[src/rtl/reg_wb_arb.sv]
// Writeback arbiter: merges single-cycle ALU results with a 2-entry load-response FIFO onto one register-file write port.
// Optional busy-register scoreboard with hazard query, enabled by defining WB_SCOREBOARD_EN.
module reg_wb_arb (
    input  logic        Wr_Clk,
    input  logic        Rst_n,
    input  logic        alu_valid,
    input  logic [4:0]  alu_rd,
    input  logic [31:0] alu_data,
    output logic        alu_stall,
    input  logic        ld_valid,
    input  logic [4:0]  ld_rd,
    input  logic [31:0] ld_data,
    output logic        ld_ready,
    input  logic        ld_issue,
    input  logic [4:0]  ld_issue_rd,
    input  logic [4:0]  q_rs1,
    input  logic [4:0]  q_rs2,
    input  logic [4:0]  q_rd,
    output logic        hazard,
    output logic        RegWr,
    output logic [4:0]  Rw,
    output logic [31:0] busW
);

    logic [4:0]  fifo_rd   [2];
    logic [31:0] fifo_data [2];
    logic        wr_ptr;
    logic        rd_ptr;
    logic [1:0]  count;

    logic        full;
    logic        empty;
    logic        push;
    logic        pop;
    logic        take_alu;
    logic [4:0]  head_rd;
    logic [31:0] head_data;

    logic        sel_valid;
    logic [4:0]  sel_rd;
    logic [31:0] sel_data;

    assign full      = (count == 2'd2);
    assign empty     = (count == 2'd0);
    assign ld_ready  = !full;
    assign alu_stall = alu_valid && full;
    assign push      = ld_valid && !full;

    // A full FIFO outranks the ALU so loads cannot starve indefinitely.
    assign pop       = full || (!alu_valid && !empty);
    assign take_alu  = alu_valid && !full;
    assign head_rd   = fifo_rd[rd_ptr];
    assign head_data = fifo_data[rd_ptr];

    always_comb begin
        sel_valid = pop || take_alu;
        sel_rd    = alu_rd;
        sel_data  = alu_data;
        if (pop) begin
            sel_rd   = head_rd;
            sel_data = head_data;
        end
    end

    always_ff @(posedge Wr_Clk or negedge Rst_n) begin
        if (!Rst_n) begin
            wr_ptr <= 1'b0;
            rd_ptr <= 1'b0;
            count  <= 2'd0;
            for (int i = 0; i < 2; i++) begin
                fifo_rd[i]   <= 5'd0;
                fifo_data[i] <= 32'd0;
            end
        end else begin
            if (push) begin
                fifo_rd[wr_ptr]   <= ld_rd;
                fifo_data[wr_ptr] <= ld_data;
                wr_ptr            <= ~wr_ptr;
            end
            if (pop) begin
                rd_ptr <= ~rd_ptr;
            end
            count <= count + {1'b0, push} - {1'b0, pop};
        end
    end

    // Writes to x0 are consumed silently; Rw/busW keep their last real write.
    always_ff @(posedge Wr_Clk or negedge Rst_n) begin
        if (!Rst_n) begin
            RegWr <= 1'b0;
            Rw    <= 5'd0;
            busW  <= 32'd0;
        end else begin
            RegWr <= sel_valid && (sel_rd != 5'd0);
            if (sel_valid && (sel_rd != 5'd0)) begin
                Rw   <= sel_rd;
                busW <= sel_data;
            end
        end
    end

`ifdef WB_SCOREBOARD_EN
    logic [31:0] busy;
    logic [31:0] set_mask;
    logic [31:0] clr_mask;

    always_comb begin
        set_mask = 32'd0;
        clr_mask = 32'd0;
        if (ld_issue) begin
            set_mask[ld_issue_rd] = 1'b1;
        end
        if (pop) begin
            clr_mask[head_rd] = 1'b1;
        end
    end

    // Set is applied after clear so a same-cycle issue to the retiring register wins.
    always_ff @(posedge Wr_Clk or negedge Rst_n) begin
        if (!Rst_n) begin
            busy <= 32'd0;
        end else begin
            busy <= ((busy & ~clr_mask) | set_mask) & 32'hFFFF_FFFE;
        end
    end

    assign hazard = busy[q_rs1] | busy[q_rs2] | busy[q_rd];
`else
    logic unused_sb;
    assign unused_sb = ^{ld_issue, ld_issue_rd, q_rs1, q_rs2, q_rd};
    assign hazard    = 1'b0;
`endif

endmodule

[config.mk]
export PLATFORM = sky130hd
export DESIGN_NAME = reg_wb_arb
export DESIGN_NICKNAME = d
export VERILOG_FILES = /design/src/rtl/reg_wb_arb.sv
export SDC_FILE = /design/constraint.sdc
export NUM_CORES = 1
export LEC_CHECK = 0
export ABC_AREA = 1
export BUFFER_PORTS_ARGS = -buffer_cell sky130_fd_sc_hd__buf_2
export CORE_MARGIN = 2
export CORE_UTILIZATION = 31
export DETAILED_ROUTE_END_ITERATION = 8
export PLACE_DENSITY = 0.59
export SLEW_MARGIN = 20
export SYNTH_ARGS = -nofsm -noshare
export SYNTH_HDL_FRONTEND = slang
export SYNTH_SLANG_ARGS = --single-unit
[constraint.sdc]
create_clock -name Wr_Clk -period 2.4 [get_ports Wr_Clk]
set_input_delay 0.6 -clock Wr_Clk [delete_from_list [all_inputs] [get_ports Wr_Clk]]
set_output_delay 0.6 -clock Wr_Clk [all_outputs]
set_load 0.01 [all_outputs]
==> tab_implementation.tex, run 1 <==
\begin{tabular}{lr}
\hline
Metric & Value \\
\hline
\multicolumn{2}{l}{\textbf{Clock tree}} \\
\quad Number of sinks on the clock net & 116 \\
\quad CTS H-Tree Depth & 4 \\
\quad Hold\_buf cts & 0 \\
\quad Number of buffers added for setup after CTS & 0 \\
\quad Post-CTS Resized & 0 \\
\quad Number of buffers created by CTS & 17 \\
\quad Root Buffer & clkbuf\_16 \\
\quad CTS clk-pin slew, worst paths & 0.05 ns \\
\quad Clk Latency, worst-skew pair & 0.41 ns \\
\quad CTS tree & built \\
\quad Maximum number of buffers from clock root to sink & 2 \\
\multicolumn{2}{l}{\textbf{Finish}} \\
\quad Commonest cells after routing, fill and taps aside & 238 x nand2\_1, 116 x buf\_2, 115 x dfrtp\_1 \\
\quad Final Instance Area & 0.00655 mm\^{}2 \\
\quad Ant diodes & 0 \\
\quad Final Instance Count excl. Fillers & 977 \\
\quad Fraction of final layout cells sized beyond drive strength 1 & 22.6\% \\
\quad Commonest non-fill, non-tap cell in the layout & nand2\_1 \\
\quad Core Util, Final & 39.9\% \\
\quad Synthesis-to-layout area growth & 26.7\% \\
\quad Net count reported at finish & 847 \\
\multicolumn{2}{l}{\textbf{Timing}} \\
\quad Fmax & 0.506 GHz \\
\quad Period utilization & 82.4\% \\
\quad Summed negative setup slack over all endpoints & 0 ns \\
\quad Clock skew & 0.00666 ns \\
\quad Endpoints failing hold & 0 \\
\quad Number of failing setup endpoints in the final timing report & 0 \\
\quad Unrepaired setup endpoints after global routing & false \\
\quad Hold WS & 0.145 ns \\
\quad Slew Viols, Final & 0 \\
\quad Final critical path time including I/O delays and setup & 1.98 ns \\
\multicolumn{2}{l}{\textbf{GRT}} \\
\quad Number of antenna violations at the first check in global routing & 0 \\
\quad Total routing usage reported by global routing & 16.0\% \\
\quad Wire length of the first global-routing pass & 22,000 um \\
\quad Via count of the first global-routing pass & 4,234 \\
\quad Pin count of the biggest net entering global routing & 75 \\
\quad Total gr overflow & 0 \\
\multicolumn{2}{l}{\textbf{Worst setup path}} \\
\quad Library cell appearing most often on the critical path & nand2\_1 \\
\quad Family with the most delay on the worst path & simple AND/OR/NAND/NOR gates \\
\quad CP Launch Type & flip-flop \\
\quad Critical path's largest stage delay & 0.60 ns \\
\quad Type of element capturing the critical path & flip-flop \\
\quad Buffers and inverters on the worst path & 2 \\
\quad Ordered list of cells on the worst path & inv\_2 -> nand2\_1 -> nand2\_1 -> nand2\_1 -> nand2\_1 -> nor2\_1 -> nand3\_2 -> nand2\_2 -> buf\_4 -> nand2\_1 -> nand2\_1 \\
\quad Critical Path RT & 2.75 ns \\
\quad Slowest library cell on the worst path & dfrtp\_2 \\
\quad Endpoint arrival time on the critical path & 2.33 ns \\
\quad Worst setup path class & flip-flop to flip-flop \\
\quad Largest fanout of any net on the critical path & 25 \\
\multicolumn{2}{l}{\textbf{Run status}} \\
\quad Result of the run & finished, final reports clean \\
\multicolumn{2}{l}{\textbf{Synthesis}} \\
\quad Mapped Area & 0.00516 mm\^{}2 \\
\quad Cells after synthesis & 636 \\
\quad Area leader, netlist & dfrtp\_1 \\
\quad Synth warn & 0 \\
\quad Synthesized Nets & 737 \\
\quad Top area cells in the synthesized netlist & dfrtp\_1 56\%, nand2\_1 17\%, o21ai\_0 5.7\%, nand3\_1 4.0\%, a31oi\_1 3.9\% \\
\quad Syn\_area\_per\_cell & 8.12 um\^{}2 \\
\quad Yosys reg bits & 116 \\
\quad Proportion of netlist area held by the largest area contributor & 56.2\% \\
\quad Distinct cell type count after synthesis & 23 \\
\quad Part of the Yosys area used for sequential elements & 56.2\% \\
\multicolumn{2}{l}{\textbf{Route}} \\
\quad DRC viols & 0 \\
\quad Number of violations reported at the end of detailed-routing iteration 0 & 201 \\
\quad Sum of routed wire length over all layers & 13,300 um \\
\quad Vias post-DR & 4,335 \\
\quad Antenna violation net count after detailed routing & 0 \\
\quad WL per Instance & 13.6 um \\
\quad First-pass iteration count of the detailed router & 5 \\
\quad Vias per cell & 4.44 \\
\multicolumn{2}{l}{\textbf{Floorplanning}} \\
\quad Overall die area & 0.0177 mm\^{}2 \\
\quad I/O pin count & 140 \\
\quad Starting density of the core & 31.5\% \\
\quad Die outline height & 133 um \\
\quad Core ar. & 0.0164 mm\^{}2 \\
\quad Die X-Extent & 133 um \\
\quad Row cnt & 47 \\
\multicolumn{2}{l}{\textbf{Flow run}} \\
\quad Number of maximum-capacitance constraint violations & 0 \\
\multicolumn{2}{l}{\textbf{Placement}} \\
\quad Dpl cells & 947 \\
\quad RD Place Congestion & 0.748 \\
\quad Post-detailed-placement half-perimeter wirelength & 8690 um \\
\quad Port bufs & 117 \\
\quad Placed inst area & 0.00600 mm\^{}2 \\
\multicolumn{2}{l}{\textbf{Pwr}} \\
\quad Static leakage power & 3.42 nW \\
\quad Cell area power density & 1470 mW/mm\^{}2 \\
\quad Worst-case vdd ir drop & 0.000500 V \\
\multicolumn{2}{l}{\textbf{Min path}} \\
\quad Hold Path Class & input pin to asynchronous set/reset pin \\
\hline
\end{tabular}
cell type report:
type,instances,area [um^2]
clock buffers,25,495
clock inverters,5,50.0
fillers,1754,9860
inverters,43,161
multi-input cells,435,1930
flip-flops and latches,116,2900
well taps,220,275
repair buffers,133,733
power breakdown:
| group | leakage, nW | switching, mW | internal (mW) | total, mW |
|---|---|---|---|---|
| combinational | 1.72 | 2.38 | 1.43 | 3.81 |
| sequential | 1.42 | 0.531 | 2.95 | 3.48 |
| clock | 0.273 | 0.822 | 1.51 | 2.33 |
path summary, 6_finish.rpt:
kind,start,to,slack [ns],cells after the start
worst max-delay path,rd_ptr,busW[13],0.42,11
worst min-delay path,Rst_n,busW[16],0.15,1
worst max register to register,rd_ptr,busW[13],0.42,11
worst min register to register,busW[13],busW[13],0.46,2
max in group asynchronous,Rst_n,fifo_data[53],1.57,2
min in group Wr_Clk,ld_data[24],fifo_data[56],0.44,3
metrics by stage:
| step | setup slack [ns] | power (mW) |
|---|---|---|
| after detailed placement | 0.247 | 7.39 |
| after global placement | 0.246 | 7.30 |
| after global routing | 0.209 | 10.5 |
| after floorplan | 0.465 | 6.14 |
| final | 0.422 | 9.62 |
| after CTS | 0.397 | 9.78 |
cell usage after synthesis, drive strengths merged:
cell type,instances
xor2,1
o21ai,76
clkbuf,26
xnor2,2
inv,43
a31oi,32
ha,2
nand3,42
conb,1
nand2,241
buf,16
dfrtp,116
nor2,37
or2,1
state kept, by name (all words and copies together), names as in the netlist:
name,cells
fifo_data,64
busW,32
fifo_rd,10
Rw,5
count,2
RegWr,1
rd_ptr,1
wr_ptr,1
logic make-up (layout without fill, tap and decap cells):
group	after synthesis	after routing	share of synthesized area (%)
compound gates	108	108	11.2
xor+xnor	3	3	0.509
fa+ha+maj	2	2	0.484
buf+inv	85	206	6.76
flops	116	116	56.2
other cells	1	1	0.0726
simple gates	321	321	24.7
metal layers:
layer / track usage [%] / share of wire (%) / wire (um)
met2: 25.3 / 46 / 6160
met5: 0 / 0 / 0
met3: 3.68 / 4.6 / 606
met1: 21.6 / 47 / 6270
met4: 6.09 / 1.6 / 212
No activity file was read; power rests on OpenSTA's default activity.
==> run 2, diff against run 1 <==
==> constraint.sdc (replaced) <==
create_clock -name Wr_Clk -period 2 [get_ports Wr_Clk]
set_input_delay 0.5 -clock Wr_Clk [delete_from_list [all_inputs] [get_ports Wr_Clk]]
set_output_delay 0.5 -clock Wr_Clk [all_outputs]
set_load 0.01 [all_outputs]
==> run 2 against run 1 <==
Register-to-register slack got worse by 0.15 ns. Flip-flop and latch count unchanged. Cell count rose by 0.31%. Count of clock-buffer cells in the layout fell by 4. Critical endpoint is now busW[4]. Core utilization is 0.95 points higher. Die area unchanged. Non-clock buffer count increased by 2. Highest routed layer unchanged. Power is 26% higher. Largest power group unchanged. Sequential power up 19%. First-iteration DRC count increased by 23%. Clock skew decreased by 0.0011 ns. Clock power rose by 39%.
==> tab_implementation.tex, run 2 (synthesized netlist as in run 1, its figures left out) <==
\begin{tabular}{lr}
\hline
Metric & Value \\
\hline
\multicolumn{2}{l}{\textbf{Run status}} \\
\quad Result of the run & finished, final reports clean (unchanged) \\
\multicolumn{2}{l}{\textbf{Timing}} \\
\quad Slew Viols, Final & 0 (unchanged) \\
\quad Final critical path time including I/O delays and setup & 1.72 ns (was 1.98 ns) \\
\quad PnR worst setup slack & 0.277 ns (was 0.422 ns) \\
\quad Clock skew & 0.00554 ns (was 0.00666 ns) \\
\quad Summed negative setup slack over all endpoints & 0 ns (unchanged) \\
\quad Fmax & 0.580 GHz (was 0.506 GHz) \\
\quad Hold WS & 0.335 ns (was 0.145 ns) \\
\quad Number of failing setup endpoints in the final timing report & 0 (unchanged) \\
\quad Period utilization & 86.2\% (was 82.4\%) \\
\quad Unrepaired setup endpoints after global routing & false (unchanged) \\
\quad Endpoints failing hold & 0 (unchanged) \\
\multicolumn{2}{l}{\textbf{Placement}} \\
\quad Placed inst area & 0.00606 mm\^{}2 (was 0.00600 mm\^{}2) \\
\quad RD Place Congestion & 0.726 (was 0.748) \\
\quad Post-place setup slack & 0.0868 ns (was 0.247 ns) \\
\quad Dpl cells & 948 (was 947) \\
\quad Post-detailed-placement half-perimeter wirelength & 8590 um (was 8690 um) \\
\quad Port bufs & 117 (unchanged) \\
\multicolumn{2}{l}{\textbf{GRT}} \\
\quad Pin count of the biggest net entering global routing & 76 (was 75) \\
\quad Via count of the first global-routing pass & 4,162 (was 4,234) \\
\quad Number of antenna violations at the first check in global routing & 0 (unchanged) \\
\quad Total gr overflow & 0 (unchanged) \\
\quad Total routing usage reported by global routing & 15.5\% (was 16.0\%) \\
\quad Wire length of the first global-routing pass & 21,400 um (was 22,000 um) \\
\multicolumn{2}{l}{\textbf{Min path}} \\
\quad Hold Path Class & input pin to flip-flop (was input pin to asynchronous set/reset pin) \\
\quad Worst hold path startpoint & ld\_data[24] \\
\multicolumn{2}{l}{\textbf{Finish}} \\
\quad Commonest cells after routing, fill and taps aside & 238 x nand2\_1, 116 x buf\_2, 115 x dfrtp\_1 (unchanged) \\
\quad Fraction of final layout cells sized beyond drive strength 1 & 23.3\% (was 22.6\%) \\
\quad Final Instance Count excl. Fillers & 980 (was 977) \\
\quad Ant diodes & 0 (unchanged) \\
\quad Commonest non-fill, non-tap cell in the layout & nand2\_1 (unchanged) \\
\quad Net count reported at finish & 849 (was 847) \\
\quad Final Instance Area & 0.00670 mm\^{}2 (was 0.00655 mm\^{}2) \\
\quad Synthesis-to-layout area growth & 29.7\% (was 26.7\%) \\
\quad Top flop regs & fifo\_data: 64 flops, busW: 32 flops, fifo\_rd: 10 flops (unchanged) \\
\quad Top reg by flops & fifo\_data (unchanged) \\
\quad Core Util, Final & 40.8\% (was 39.9\%) \\
\quad Largest register FFs & 64 (unchanged) \\
\multicolumn{2}{l}{\textbf{Flow run}} \\
\quad Number of maximum-capacitance constraint violations & 0 (unchanged) \\
\multicolumn{2}{l}{\textbf{Worst setup path}} \\
\quad Endpoint of the most critical setup path & busW[4] (was busW[13]) \\
\quad Type of element capturing the critical path & flip-flop (unchanged) \\
\quad Ordered list of cells on the worst path & inv\_2 -> nand2\_1 -> nand2\_1 -> nand2\_1 -> nand2\_1 -> nor2\_1 -> nand3\_2 -> buf\_4 -> nand3\_1 -> nand2\_1 (was inv\_2 -> nand2\_1 -> nand2\_1 -> nand2\_1 -> nand2\_1 -> nor2\_1 -> nand3\_2 -> nand2\_2 -> buf\_4 -> nand2\_1 -> nand2\_1) \\
\quad Largest fanout of any net on the critical path & 17 (was 25) \\
\quad R2R setup slack & 0.28 ns (was 0.42 ns) \\
\quad Critical Path RT & 2.30 ns (was 2.75 ns) \\
\quad Worst setup path class & flip-flop to flip-flop (unchanged) \\
\quad Reg-to-Reg End & busW[4] (was busW[13]) \\
\quad Endpoint arrival time on the critical path & 2.03 ns (was 2.33 ns) \\
\quad Library cell appearing most often on the critical path & nand2\_1 (unchanged) \\
\quad Worst R2R Path Depth & 10 (was 11) \\
\quad CP Launch Type & flip-flop (unchanged) \\
\quad Slowest library cell on the worst path & dfrtp\_2 (unchanged) \\
\quad Reg2Reg Launch Point & rd\_ptr (unchanged) \\
\quad Critical path's largest stage delay & 0.52 ns (was 0.60 ns) \\
\quad Critical path startpoint & rd\_ptr (unchanged) \\
\multicolumn{2}{l}{\textbf{Route}} \\
\quad Met3 WL & 599 um (was 606 um) \\
\quad Routed length on met1 & 6060 um (was 6270 um) \\
\quad Number of violations reported at the end of detailed-routing iteration 0 & 248 (was 201) \\
\quad Vias per cell & 4.49 (was 4.44) \\
\quad Antenna violation net count after detailed routing & 0 (unchanged) \\
\quad First-pass iteration count of the detailed router & 4 (was 5) \\
\quad Sum of routed wire length over all layers & 13,100 um (was 13,300 um) \\
\quad WL per Instance & 13.4 um (was 13.6 um) \\
\quad Vias post-DR & 4,396 (was 4,335) \\
\quad WL met2 & 6220 um (was 6160 um) \\
\quad Highest layer used for signal routing & met4 (unchanged) \\
\quad DRC viols & 0 (unchanged) \\
\multicolumn{2}{l}{\textbf{Clock tree}} \\
\quad CTS tree & built (unchanged) \\
\quad Number of buffers created by CTS & 17 (unchanged) \\
\quad CTS clk-pin slew, worst paths & 0.05 ns (about the same) \\
\quad Maximum number of buffers from clock root to sink & 2 (unchanged) \\
\quad Number of sinks on the clock net & 116 (unchanged) \\
\quad Clk Latency, worst-skew pair & 0.41 ns (about the same) \\
\quad Root Buffer & clkbuf\_16 (unchanged) \\
\quad Number of buffers added for setup after CTS & 0 (unchanged) \\
\quad CTS H-Tree Depth & 4 (unchanged) \\
\multicolumn{2}{l}{\textbf{Pwr}} \\
\quad Proportion of power drawn by combinational gates & 38.7\% (was 39.6\%) \\
\quad Sequential Power Share & 34.4\% (was 36.2\%) \\
\quad Clock network fraction of design power & 26.9\% (was 24.2\%) \\
\quad Cell area power density & 1800 mW/mm\^{}2 (was 1470 mW/mm\^{}2) \\
\quad Static leakage power & 3.48 nW (was 3.42 nW) \\
\quad Overall power & 12.1 mW (was 9.62 mW) \\
\quad Power Internal & 7.56 mW (was 5.89 mW) \\
\quad Sw Pwr & 4.52 mW (was 3.73 mW) \\
\quad Worst-case vdd ir drop & 0.000738 V (was 0.000500 V) \\
\quad Switch share & 37.4\% (was 38.8\%) \\
\multicolumn{2}{l}{\textbf{Floorplanning}} \\
\quad Starting density of the core & 31.5\% (unchanged) \\
\quad I/O pin count & 140 (unchanged) \\
\quad Core ar. & 0.0164 mm\^{}2 (unchanged) \\
\quad Die outline height & 133 um (unchanged) \\
\quad Overall die area & 0.0177 mm\^{}2 (unchanged) \\
\quad Die X-Extent & 133 um (unchanged) \\
\quad Row cnt & 47 (unchanged) \\
\hline
\end{tabular}
[run 2: layout make-up]
cell class	count	area, um^2
clock buffers	21	480
clock inverters	10	153
fillers	1687	9710
inverters	43	161
multi-input cells	435	1930
flip-flops and latches	116	2900
well taps	220	275
repair buffers	135	801
[run 2: critical path, delay by kind of cell, from the launching register on]
| kind | cells | cell delay (ns) |
|---|---|---|
| buffers and inverters | 2 | 0.36 |
| and+or+nand+nor | 8 | 0.73 |
| DFF | 1 | 0.52 |
[run 2: metal layers]
metal / vias to the layer above / global-route usage [%]
met2: 93 / 24.8
met1: 2012 / 20.3
li1: 2267 / -
met3: 24 / 4.48
met4: 0 / 5.38
met5: - / 0
[run 2: repair_timing]
item                                   CTS  global route
resized for setup                        0             0
hold buffers                             1             0
endpoints found under the hold margin    7             0
[run 2: how the worst min path moves through the flow]
stage	to	slack [ns]	depth (start not counted)
2_1_floorplan	RegWr	0.20	0
3_3_place_gp	busW[15]	0.34	1
3_5_place_dp	busW[15]	0.35	1
4_1_cts	fifo_data[56]	0.32	3
5_1_grt	fifo_data[46]	0.34	3
6_report	fifo_data[56]	0.34	3
[run 2: power by group through the flow]
stage	Sequential (mW)	Combinational, mW	Clock [mW]
6_report	4.15	4.68	3.25
5_1_grt	4.31	5.38	3.42
4_1_cts	4.16	4.80	3.31
3_5_place_dp	4.19	4.78	0
3_3_place_gp	4.15	4.75	0
2_1_floorplan	4.24	3.12	0
==> run 3, diff against run 2 <==
--- a/config.mk
+++ b/config.mk
@@ -8,9 +8,9 @@
 export ABC_AREA = 1
 export BUFFER_PORTS_ARGS = -buffer_cell sky130_fd_sc_hd__buf_2
 export CORE_MARGIN = 2
-export CORE_UTILIZATION = 31
+export CORE_UTILIZATION = 52
 export DETAILED_ROUTE_END_ITERATION = 8
-export PLACE_DENSITY = 0.59
+export PLACE_DENSITY = 0.86
 export SLEW_MARGIN = 20
 export SYNTH_ARGS = -nofsm -noshare
 export SYNTH_HDL_FRONTEND = slang
==> run 3 against run 2 <==
Count of clock-buffer cells in the layout rose by 3. Maximum frequency fell by 9.5%. Critical path type is now flip-flop to output port. Critical endpoint is now alu_stall. Design area fell by 1.0%. Combinational power rose by 2%.
==> tab_implementation.tex, run 3 (synthesized netlist as in run 1, its figures left out) <==
\begin{tabular}{lr}
\hline
Metric & Value \\
\hline
\multicolumn{2}{l}{\textbf{Run status}} \\
\quad Result of the run & finished, final reports clean (unchanged) \\
\multicolumn{2}{l}{\textbf{GRT}} \\
\quad Total gr overflow & 0 (unchanged) \\
\quad Number of antenna violations at the first check in global routing & 0 (unchanged) \\
\quad Wire length of the first global-routing pass & 21,500 um (was 21,400 um) \\
\quad Pin count of the biggest net entering global routing & 44 (was 76) \\
\quad Via count of the first global-routing pass & 4,654 (was 4,162) \\
\quad Total routing usage reported by global routing & 25.1\% (was 15.5\%) \\
\multicolumn{2}{l}{\textbf{Timing}} \\
\quad Unrepaired setup endpoints after global routing & false (unchanged) \\
\quad Final critical path time including I/O delays and setup & 1.91 ns (was 1.72 ns) \\
\quad Fmax & 0.525 GHz (was 0.580 GHz) \\
\quad Pin slew with the least headroom to its limit & 0.568 ns \\
\quad Endpoints failing hold & 0 (unchanged) \\
\quad Number of failing setup endpoints in the final timing report & 0 (unchanged) \\
\quad Max-slew headroom at the worst pin & 62.2\% \\
\quad PnR worst setup slack & 0.0947 ns (was 0.277 ns) \\
\quad Clock skew & 0.0111 ns (was 0.00554 ns) \\
\quad Period utilization & 95.3\% (was 86.2\%) \\
\quad Hold WS & 0.224 ns (was 0.335 ns) \\
\quad Slew Viols, Final & 0 (unchanged) \\
\multicolumn{2}{l}{\textbf{Route}} \\
\quad First-pass iteration count of the detailed router & 7 (was 4) \\
\quad DRC viols & 0 (unchanged) \\
\quad Vias post-DR & 4,732 (was 4,396) \\
\quad Sum of routed wire length over all layers & 12,700 um (was 13,100 um) \\
\quad Vias per cell & 5.26 (was 4.49) \\
\quad WL per Instance & 14.1 um (was 13.4 um) \\
\quad Antenna violation net count after detailed routing & 0 (unchanged) \\
\quad Number of violations reported at the end of detailed-routing iteration 0 & 283 (was 248) \\
\multicolumn{2}{l}{\textbf{Clock tree}} \\
\quad Clk Latency, worst-skew pair & 0.53 ns (was 0.41 ns) \\
\quad Root Buffer & clkbuf\_8 (was clkbuf\_16) \\
\quad CTS tree & built (unchanged) \\
\quad Maximum number of buffers from clock root to sink & 2 (unchanged) \\
\quad Number of buffers created by CTS & 17 (unchanged) \\
\quad Number of buffers added for setup after CTS & 0 (unchanged) \\
\quad CTS H-Tree Depth & 4 (unchanged) \\
\quad Number of sinks on the clock net & 116 (unchanged) \\
\quad CTS clk-pin slew, worst paths & 0.06 ns (was 0.05 ns) \\
\quad Post-CTS Resized & 0 (unchanged) \\
\multicolumn{2}{l}{\textbf{Finish}} \\
\quad Top flop regs & fifo\_data: 64 flops, busW: 32 flops, fifo\_rd: 10 flops (unchanged) \\
\quad Ant diodes & 0 (unchanged) \\
\quad Area occupied by multi-input gates & 0.00192 mm\^{}2 (was 0.00193 mm\^{}2) \\
\quad Largest register FFs & 64 (unchanged) \\
\quad Top reg by flops & fifo\_data (unchanged) \\
\quad Commonest non-fill, non-tap cell in the layout & nand2\_1 (unchanged) \\
\quad Core Util, Final & 68.1\% (was 40.8\%) \\
\quad Fill cells & 749 (was 1,687) \\
\quad Commonest cells after routing, fill and taps aside & 239 x nand2\_1, 116 x dfrtp\_1, 116 x buf\_2 (was 238 x nand2\_1, 116 x buf\_2, 115 x dfrtp\_1) \\
\quad Net count reported at finish & 854 (was 849) \\
\quad Final Instance Count excl. Fillers & 899 (was 980) \\
\quad Fraction of final layout cells sized beyond drive strength 1 & 23.2\% (was 23.3\%) \\
\quad Synthesis-to-layout area growth & 28.4\% (was 29.7\%) \\
\quad Register cell area after layout & 0.00290 mm\^{}2 (about the same) \\
\multicolumn{2}{l}{\textbf{Pwr}} \\
\quad Worst-case vdd ir drop & 0.000751 V (was 0.000738 V) \\
\quad Overall power & 12.3 mW (was 12.1 mW) \\
\quad Cell area power density & 1850 mW/mm\^{}2 (was 1800 mW/mm\^{}2) \\
\quad Static leakage power & 3.50 nW (was 3.48 nW) \\
\multicolumn{2}{l}{\textbf{Floorplanning}} \\
\quad I/O pin count & 140 (unchanged) \\
\quad Overall die area & 0.0107 mm\^{}2 (was 0.0177 mm\^{}2) \\
\quad Die X-Extent & 104 um (was 133 um) \\
\quad Starting density of the core & 53.1\% (was 31.5\%) \\
\quad Core ar. & 0.00973 mm\^{}2 (was 0.0164 mm\^{}2) \\
\quad Row cnt & 36 (was 47) \\
\quad Die outline height & 104 um (was 133 um) \\
\multicolumn{2}{l}{\textbf{Placement}} \\
\quad Dpl cells & 866 (was 948) \\
\quad Post-detailed-placement half-perimeter wirelength & 8390 um (was 8590 um) \\
\quad RD Place Congestion & 0.810 (was 0.726) \\
\quad Port bufs & 117 (unchanged) \\
\quad Post-place setup slack & -0.0293 ns (was 0.0868 ns) \\
\multicolumn{2}{l}{\textbf{Worst setup path}} \\
\quad Critical path's largest stage delay & 0.40 ns (was 0.52 ns) \\
\quad CP Launch Type & flip-flop (unchanged) \\
\quad Critical Path RT & 1.50 ns (was 2.30 ns) \\
\quad Ordered list of cells on the worst path & inv\_2 -> nand2\_4 -> nor2\_1 -> buf\_2 (was inv\_2 -> nand2\_1 -> nand2\_1 -> nand2\_1 -> nand2\_1 -> nor2\_1 -> nand3\_2 -> buf\_4 -> nand3\_1 -> nand2\_1) \\
\quad Largest fanout of any net on the critical path & 10 (was 17) \\
\quad Type of element capturing the critical path & output port (was flip-flop) \\
\quad Endpoint arrival time on the critical path & 1.41 ns (was 2.03 ns) \\
\quad R2R setup slack & 0.19 ns (was 0.28 ns) \\
\quad Worst setup path class & flip-flop to output port (was flip-flop to flip-flop) \\
\quad Slowest library cell on the worst path & dfrtp\_1 (was dfrtp\_2) \\
\multicolumn{2}{l}{\textbf{Min path}} \\
\quad Hold Path Class & input pin to flip-flop (unchanged) \\
\multicolumn{2}{l}{\textbf{Flow run}} \\
\quad Number of maximum-capacitance constraint violations & 0 (unchanged) \\
\hline
\end{tabular}
-- run 3: metrics by stage --
step,cell area (um^2),TNS (ns)
floorplan,5160,0
global placement,5970,0
detailed placement,5970,-0.0337
CTS,6630,0
global route,6630,0
finish,6630,0
-- run 3: area by class of cell --
type,instances,share of cell area (%)
Sequential cell,116,43.8
Multi-Input combinational cell,435,29.0
Timing Repair Buffer,140,12.5
Clock buffer,24,7.25
Clock inverter,8,2.57
Tap cell,133,2.51
Inverter,43,2.43
-- run 3: final timing paths --
kind	from	cells after the start	to
setup / recovery	count[0]	4	alu_stall
hold / removal	ld_data[23]	3	fifo_data[55]
setup reg to reg	count[0]	10	Rw[2]
hold reg to reg	busW[4]	2	busW[4]
max in group asynchronous	Rst_n	3	fifo_data[25]
min in group asynchronous	Rst_n	2	count[0]
-- run 3: repair_timing --
| action | in CTS | in global routing |
|---|---|---|
| hold buffers | 1 | 0 |
| endpoints found under the setup margin | 0 | 0 |
| endpoints found under the hold margin | 39 | 0 |
-- run 3: critical path, delay by kind of cell (launching register included) --
family                 cells  cell delay [ns]
buffers and inverters      2             0.25
DFF                        1             0.40
and+or+nand+nor            2             0.23
-- run 3: per-layer routing --
layer / routed length, um / global-route usage, % / up-vias
met4: 350 / 12.4 / 0
met1: 5070 / 30.5 / 2220
met2: 6320 / 40.8 / 213
li1: - / - / 2269
met5: 0 / 0 / -
met3: 924 / 7.74 / 30
-- run 3: power by group --
group	internal, mW	total, mW	switching [mW]
Clock	2.28	3.31	1.03
Sequential	3.54	4.18	0.640
Combinational	1.85	4.78	2.93
